### config.mk
export PLATFORM = sky130hd
export DESIGN_NAME = neuraedge_pe_driver
export DESIGN_NICKNAME = d
export VERILOG_FILES = /design/src/rtl/neuraedge_pe_driver.sv
export SDC_FILE = /design/constraint.sdc
export NUM_CORES = 1
export LEC_CHECK = 0
export ABC_AREA = 1
export CORE_MARGIN = 2
export CORE_UTILIZATION = 34
export DETAILED_ROUTE_END_ITERATION = 8
export PLACE_DENSITY = 0.68
export SYNTH_ARGS = -nofsm -noshare
export SYNTH_HDL_FRONTEND = slang
export SYNTH_SLANG_ARGS = --single-unit
### constraint.sdc
create_clock -name clk -period 1.2 [get_ports clk]
set_input_delay 0.24 -clock clk [delete_from_list [all_inputs] [get_ports clk]]
set_output_delay 0.24 -clock clk [all_outputs]
set_load 0.1 [all_outputs]
### src/rtl/neuraedge_pe_driver.sv
// neuraedge_pe_driver
//   Sequences one dot product through an external MAC processing element.
//   A command carries the number of operand pairs; the driver clears the PE,
//   streams the accepted operand pairs into it, waits two cycles for the PE
//   pipeline to settle, captures the PE accumulator and presents it as the
//   result until it is consumed.
//
// Ports
//   clk, rst                      clock (rising edge), synchronous active-high reset
//   cmd_valid/cmd_ready/cmd_len   command handshake, cmd_len = number of pairs
//   op_valid/op_ready/op_data/op_weight
//                                 operand-pair handshake (signed operands)
//   pe_enable, mac_clear, accumulate_en
//                                 PE control, decoded from the state register
//   pe_data, pe_weight, pe_data_valid
//                                 registered operands to the PE
//   pe_accum_in                   PE accumulator value
//   res_valid/res_ready/res_data  result handshake
//   busy                          high whenever the driver is not idle
module neuraedge_pe_driver #(
  parameter int unsigned DATA_WIDTH   = 8,
  parameter int unsigned WEIGHT_WIDTH = 8,
  parameter int unsigned ACCUM_WIDTH  = 32,
  parameter int unsigned LEN_WIDTH    = 16
) (
  input  logic                    clk,
  input  logic                    rst,
  input  logic                    cmd_valid,
  output logic                    cmd_ready,
  input  logic [LEN_WIDTH-1:0]    cmd_len,
  input  logic                    op_valid,
  output logic                    op_ready,
  input  logic [DATA_WIDTH-1:0]   op_data,
  input  logic [WEIGHT_WIDTH-1:0] op_weight,
  output logic                    pe_enable,
  output logic                    mac_clear,
  output logic                    accumulate_en,
  output logic [DATA_WIDTH-1:0]   pe_data,
  output logic [WEIGHT_WIDTH-1:0] pe_weight,
  output logic                    pe_data_valid,
  input  logic [ACCUM_WIDTH-1:0]  pe_accum_in,
  output logic                    res_valid,
  input  logic                    res_ready,
  output logic [ACCUM_WIDTH-1:0]  res_data,
  output logic                    busy
);

  typedef enum logic [2:0] {
    S_IDLE,
    S_CLEAR,
    S_STREAM,
    S_DRAIN,
    S_RESULT
  } state_t;

  localparam logic [LEN_WIDTH-1:0] LEN_ONE = LEN_WIDTH'(1);

  state_t               state;
  logic [LEN_WIDTH-1:0] remaining;
  logic                 drain_second;

  // Handshake-facing controls depend on the state register only, so the
  // driver never forms a combinational path from an input to a ready.
  always_comb begin
    cmd_ready     = 1'b0;
    op_ready      = 1'b0;
    mac_clear     = 1'b0;
    pe_enable     = 1'b0;
    accumulate_en = 1'b0;
    res_valid     = 1'b0;
    busy          = 1'b1;
    case (state)
      S_IDLE: begin
        cmd_ready = 1'b1;
        busy      = 1'b0;
      end
      S_CLEAR: begin
        mac_clear = 1'b1;
        pe_enable = 1'b1;
      end
      S_STREAM: begin
        op_ready      = 1'b1;
        pe_enable     = 1'b1;
        accumulate_en = 1'b1;
      end
      S_DRAIN: begin
        pe_enable     = 1'b1;
        accumulate_en = 1'b1;
      end
      S_RESULT: begin
        res_valid = 1'b1;
      end
      default: begin
        busy = 1'b1;
      end
    endcase
  end

  always_ff @(posedge clk) begin
    if (rst) begin
      state         <= S_IDLE;
      remaining     <= '0;
      drain_second  <= 1'b0;
      pe_data       <= '0;
      pe_weight     <= '0;
      pe_data_valid <= 1'b0;
      res_data      <= '0;
    end else begin
      // pe_data_valid is a one-cycle pulse per accepted pair; pe_data and
      // pe_weight simply hold between pairs.
      pe_data_valid <= 1'b0;
      case (state)
        S_IDLE: begin
          if (cmd_valid) begin
            remaining <= cmd_len;
            state     <= S_CLEAR;
          end
        end
        S_CLEAR: begin
          drain_second <= 1'b0;
          state        <= (remaining != '0) ? S_STREAM : S_DRAIN;
        end
        S_STREAM: begin
          if (op_valid) begin
            pe_data       <= op_data;
            pe_weight     <= op_weight;
            pe_data_valid <= 1'b1;
            remaining     <= remaining - LEN_ONE;
            if (remaining == LEN_ONE) begin
              state <= S_DRAIN;
            end
          end
        end
        S_DRAIN: begin
          // First drain cycle lets the PE absorb the last operand; the
          // accumulator is final during the second.
          if (drain_second) begin
            res_data     <= pe_accum_in;
            drain_second <= 1'b0;
            state        <= S_RESULT;
          end else begin
            drain_second <= 1'b1;
          end
        end
        S_RESULT: begin
          if (res_ready) begin
            state <= S_IDLE;
          end
        end
        default: begin
          state <= S_IDLE;
        end
      endcase
    end
  end

endmodule

Word-level counts from Yosys, hierarchy flattened
Index checks and enable logic that the tools add are counted.
Operators by class
  add/sub/neg operators: 1
  multipliers: 0
  div/mod/pow operators: 0
  magnitude comparators: 0
  equality and inequality tests: 10
  shifts and indexed selects: 0
  multiplexer cells: 20
  bitwise logic cells: 1
  reductions and logical operators: 11
Operator list (number)
  2-to-1 mux 16 bit: 2
  one-hot mux 16 bit (2 select lines): 1
  == test 16 x 1 -> 1 bit, second input constant: 1
  nonzero test 16 bit: 1
  subtractor 16 x 1 -> 16 bit, second input constant: 1
  2-to-1 mux 3 bit: 5
  one-hot mux 3 bit (5 select lines): 1
  2-to-1 mux 1 bit: 10
  inequality test 2 bit, second input constant: 5
  == test 3 x 2 -> 1 bit, second input constant: 2
  AND reduction 5 bit: 1
  AND reduction 2 bit: 2
  nonzero test 2 bit: 2
  OR reduction 2 bit: 2
  == test 3 x 1 -> 1 bit, second input constant: 1
  == test 3 bit, second input constant: 1
  zero test 3 bit: 1
  AND reduction 3 bit: 1
  OR reduction 3 bit: 1
  one-hot mux 1 bit (2 select lines): 1
  inverter 1 bit: 1
Storage, ports and cells
  flip-flop bits (word level): 69
  bits in latches: 0
  RAM bits: 0
  bits in read-only memories: 0
  input bits: 69
  output and inout bits: 56
  logic and storage cells: 50
  memories kept: 0

Logic depth before layout (Yosys ltp)
  word-level depth: 4
  mapped depth: 9
  gate-level depth less buffers: 9

Worst setup path before layout
No wires, ideal clock.
  kind: register to output
  start: register state[1]
  end: output busy
  arrival time: 2.874 ns
  path slack: -1.914 ns
  cell stages (with the launch flop): 5
  path buffers: 2
  path through: dfxtp_1 -> buf_2 -> buf_2 -> nor2_1 -> inv_1
On the way
  word-level cells in the longest chain between the ends: 2
Ends and longest elaborated chain
  from (decl): line 58  | state_t state;
  from (signal assigned): line 121  | state <= (remaining != '0) ? S_STREAM : S_DRAIN;
  zero test 3 bit: line 72  | case (state)
  2-to-1 mux 1 bit: line 72
  to (decl): line 45  | output logic busy
No other way between the ends.

Final worst setup path
  start: register state[2]
  end: output busy
The elaborated chain is that of the path after synthesis.

==> run summary <==
- 0.01097 ns — Post-Route Skew
- 2080 nW/um^2 — total power divided by cell area
- 11400 microns — Routed WL
- 1032 uV — maximum vdd drop
- 3161 sq um — synthesized area
- 10080 sq um — die area
- yes — TritonCTS clock tree
- 1.39 ns — Critical Path AT
- 0 — count of maximum capacitance violations
- 23 — distinct cell type count after synthesis
- 0 — final slew viol count
- -14.43 ns — Sum Neg Setup Slack
- clkbuf_8 — clock tree root buffer cell
- 13.5% — clock share of power
- 1891 sq um — Multi-input gate area
- 7.869% — met3 Use GR
- 0 — DRC errors left
- 706 — final net count
- 15.18 microns — detailed-route wire length per cell
- 135.8% — fin crit share
- 21.64% — total global routing track utilization
- in -> reg — type of the worst min-delay path
- 3 — highest net fanout along the worst path
- 528 — number of nets produced by synthesis
- 43.71% — proportion of synthesized chip area in sequential cells
- true — unrepaired setup endpoints after global routing
- 4 — length of the first detailed-routing pass in iterations
- 0 — Final Hold Viols
- 678 — filler cell count in the final layout
- 69.00% — fin util
- 9109 sq um — Core ar.
- nand2_1, clkdlybuf4s50_1, buf_12 — top library cells by usage in the layout, fill and taps aside
- 100.4 microns — die span in y
- 35 — row count
- 0 — number of synthesized flops with an enable pin
- 457 — Synth Instances
- 100.4 microns — die outline width
- 63.3% — share of power burned in combinational logic
- 4.999 — per-cell via count in the routed design
- 124 — port buffer count
- 0.08 ns — clock-pin slew on the worst setup and hold paths
- 0% — proportion of register bits with asynchronous set or reset after synthesis
- 3754 — via count
- 1449 sq um — Sequential cell area
- 9 — CTS buffer count
- 3704 — vias in the first global route
- 712 — placed cells
- met2 — global routing's busiest layer
- 125 — top-level port count
- 50 — maximum number of pins on one net before global-route repair
- 0 — Congestion Overflow GR
- 751 — post-layout instance count excluding filler cells
- 46.76% — switching part of the total
- 0.6136 GHz — Achievable Freq
- 0 — Yosys warning count
- 6.112 mW — Net Sw Power
- 69 — clock tree sinks
- nand2_1 — commonest non-fill, non-tap cell in the layout
- 6.916 sq um — average instance area after synthesis
- 0.36 ns — clock network latency to the later pin of the worst-skew pair
- 0 — Routed Antenna Nets
- 24.89% — GR met1 Demand/Resource
- register — crit start category
- 98.85% — Syn-to-layout area delta
- 17260 microns — global-route wire length before repair
- 37.53% — M2 GR Usage
- 74 — total of endpoints with negative setup slack in the final report
- dfxtp_1 — Most used DFF post-synth
- 1.630 ns — shortest clock period the worst path allows after layout
- 2.393 nW — Leak
- 0 — antenna violations before repair
- negative setup slack — violations in the final reports
- 0.8902 — Final Wtd Congestion
- 0 — CTS hold repair buffers
- 34.70% — initial core utilization
- 72.29% — slew margin rel.
- 13.07 mW — post-layout power
- 2 — Max Root-Sink Buffers
- 6.958 mW — Internal Power
- 69 — flops & latches, synth
- 0.4157 ns — Worst-Margin Slew
- 0 — number of antenna repair diodes
- 3 — H-tree level count
- -0.4296 ns — minimum setup slack in the final design
- 42.03% — proportion of layout cells with a drive suffix above 1
- 135 — violation count after the first detailed-routing iteration
- primary output — nature of the critical path endpoint
- 0.2982 ns — hold_ws
- 7515 microns — DPL Wire Length
- 0.96 ns — WP data required
- finished with violations — run status
- reg -> out — critical path start-end classification
- 23.2% — sequential fraction of design power
[what timing repair did]
| action | CTS | global route |
|---|---|---|
| cloned | 2 | 3 |
| setup buffers | 11 | 12 |
| gates resized for setup | 49 | 58 |
| pin swaps | 26 | 27 |
| setup endpoints to repair | 75 | 76 |
[synth_stat cells (2+ instances only)]
| master | n | area share [%] |
|---|---|---|
| nand3b_1 | 2 | 0.47 |
| inv_2 | 4 | 0.47 |
| inv_1 | 23 | 2.7 |
| nand2_1 | 110 | 13 |
| o21ai_0 | 17 | 2.7 |
| buf_4 | 8 | 1.9 |
| dfxtp_1 | 69 | 44 |
| o21ai_1 | 5 | 0.79 |
| nor2_1 | 45 | 5.3 |
| nand2_2 | 5 | 0.99 |
| nor3_2 | 2 | 0.63 |
| nor2_4 | 2 | 0.71 |
| nand3_1 | 68 | 11 |
| a21oi_1 | 67 | 11 |
| buf_2 | 10 | 1.6 |
| nor2_2 | 3 | 0.59 |
| clkbuf_1 | 10 | 1.2 |
| ha_1 | 2 | 0.79 |
[worst max-delay path, stage by stage, from the launching register on]
cell and delay (ns):
dfxtp_2 0.34, nor2_4 0.18, inv_4 0.08, nor2_4 0.15, clkinvlp_4 0.12, buf_12 0.17
[power by group through the flow]
stage | clock network, mW | logic, mW | registers, mW
global route | 1.89 | 8.84 | 3.09
global placement | 0 | 6.71 | 3.04
finish | 1.77 | 8.27 | 3.04
CTS | 1.82 | 7.45 | 3.01
detailed placement | 0 | 6.82 | 3.05
floorplan | 0 | 3.71 | 3.55
[layer usage]
layer,up-vias,routed length (microns)
met1,1741,4463
li1,1864,-
met4,0,144
met5,-,0
met2,137,5835
met3,12,953
[registers in the layout, summed over array words and instances (netlist names)]
register	count
state	3
res_data	32
drain_second	1
pe_data	8
pe_weight	8
remaining	16
pe_data_valid	1
[metrics by stage]
stage	setup slack, ns	instance area (sq um)
floorplan	-0.7819	3314
global placement	-0.3350	5500
detailed placement	-0.3367	5500
CTS	-0.4731	5967
global route	-0.4838	6285
finish	-0.4296	6285
[layout make-up]
cell class / count / share of cell area, %
Timing Repair inverter: 1 / 0.1195
Sequential cell: 69 / 23.05
Timing Repair Buffer: 193 / 39.96
Clock inverter: 6 / 0.7565
Multi-Input combinational cell: 334 / 30.08
Clock buffer: 10 / 2.031
Inverter: 27 / 1.792
Tap cell: 111 / 2.210
[cell families (layout without fill, tap and decap cells)]
group           after synthesis  in the layout  share of synthesized area [%]
simple gates                239            241                          32.94
fa+ha+maj                     2              2                         0.7916
flops                        69             69                          43.71
buf+inv                      56            237                          7.997
xor+xnor                      1              1                         0.2772
compound gates               90             90                          14.29
[worst paths after layout]
kind | cells after the start | slack, ns | endpoint | start
hold reg to reg | 2 | 0.48 | res_data[4] | res_data[4]
hold / removal | 3 | 0.30 | remaining[11] | rst
setup / recovery | 5 | -0.43 | busy | state[2]
setup reg to reg | 7 | -0.42 | remaining[7] | state[2]
No activity file was read; power rests on OpenSTA's default activity.
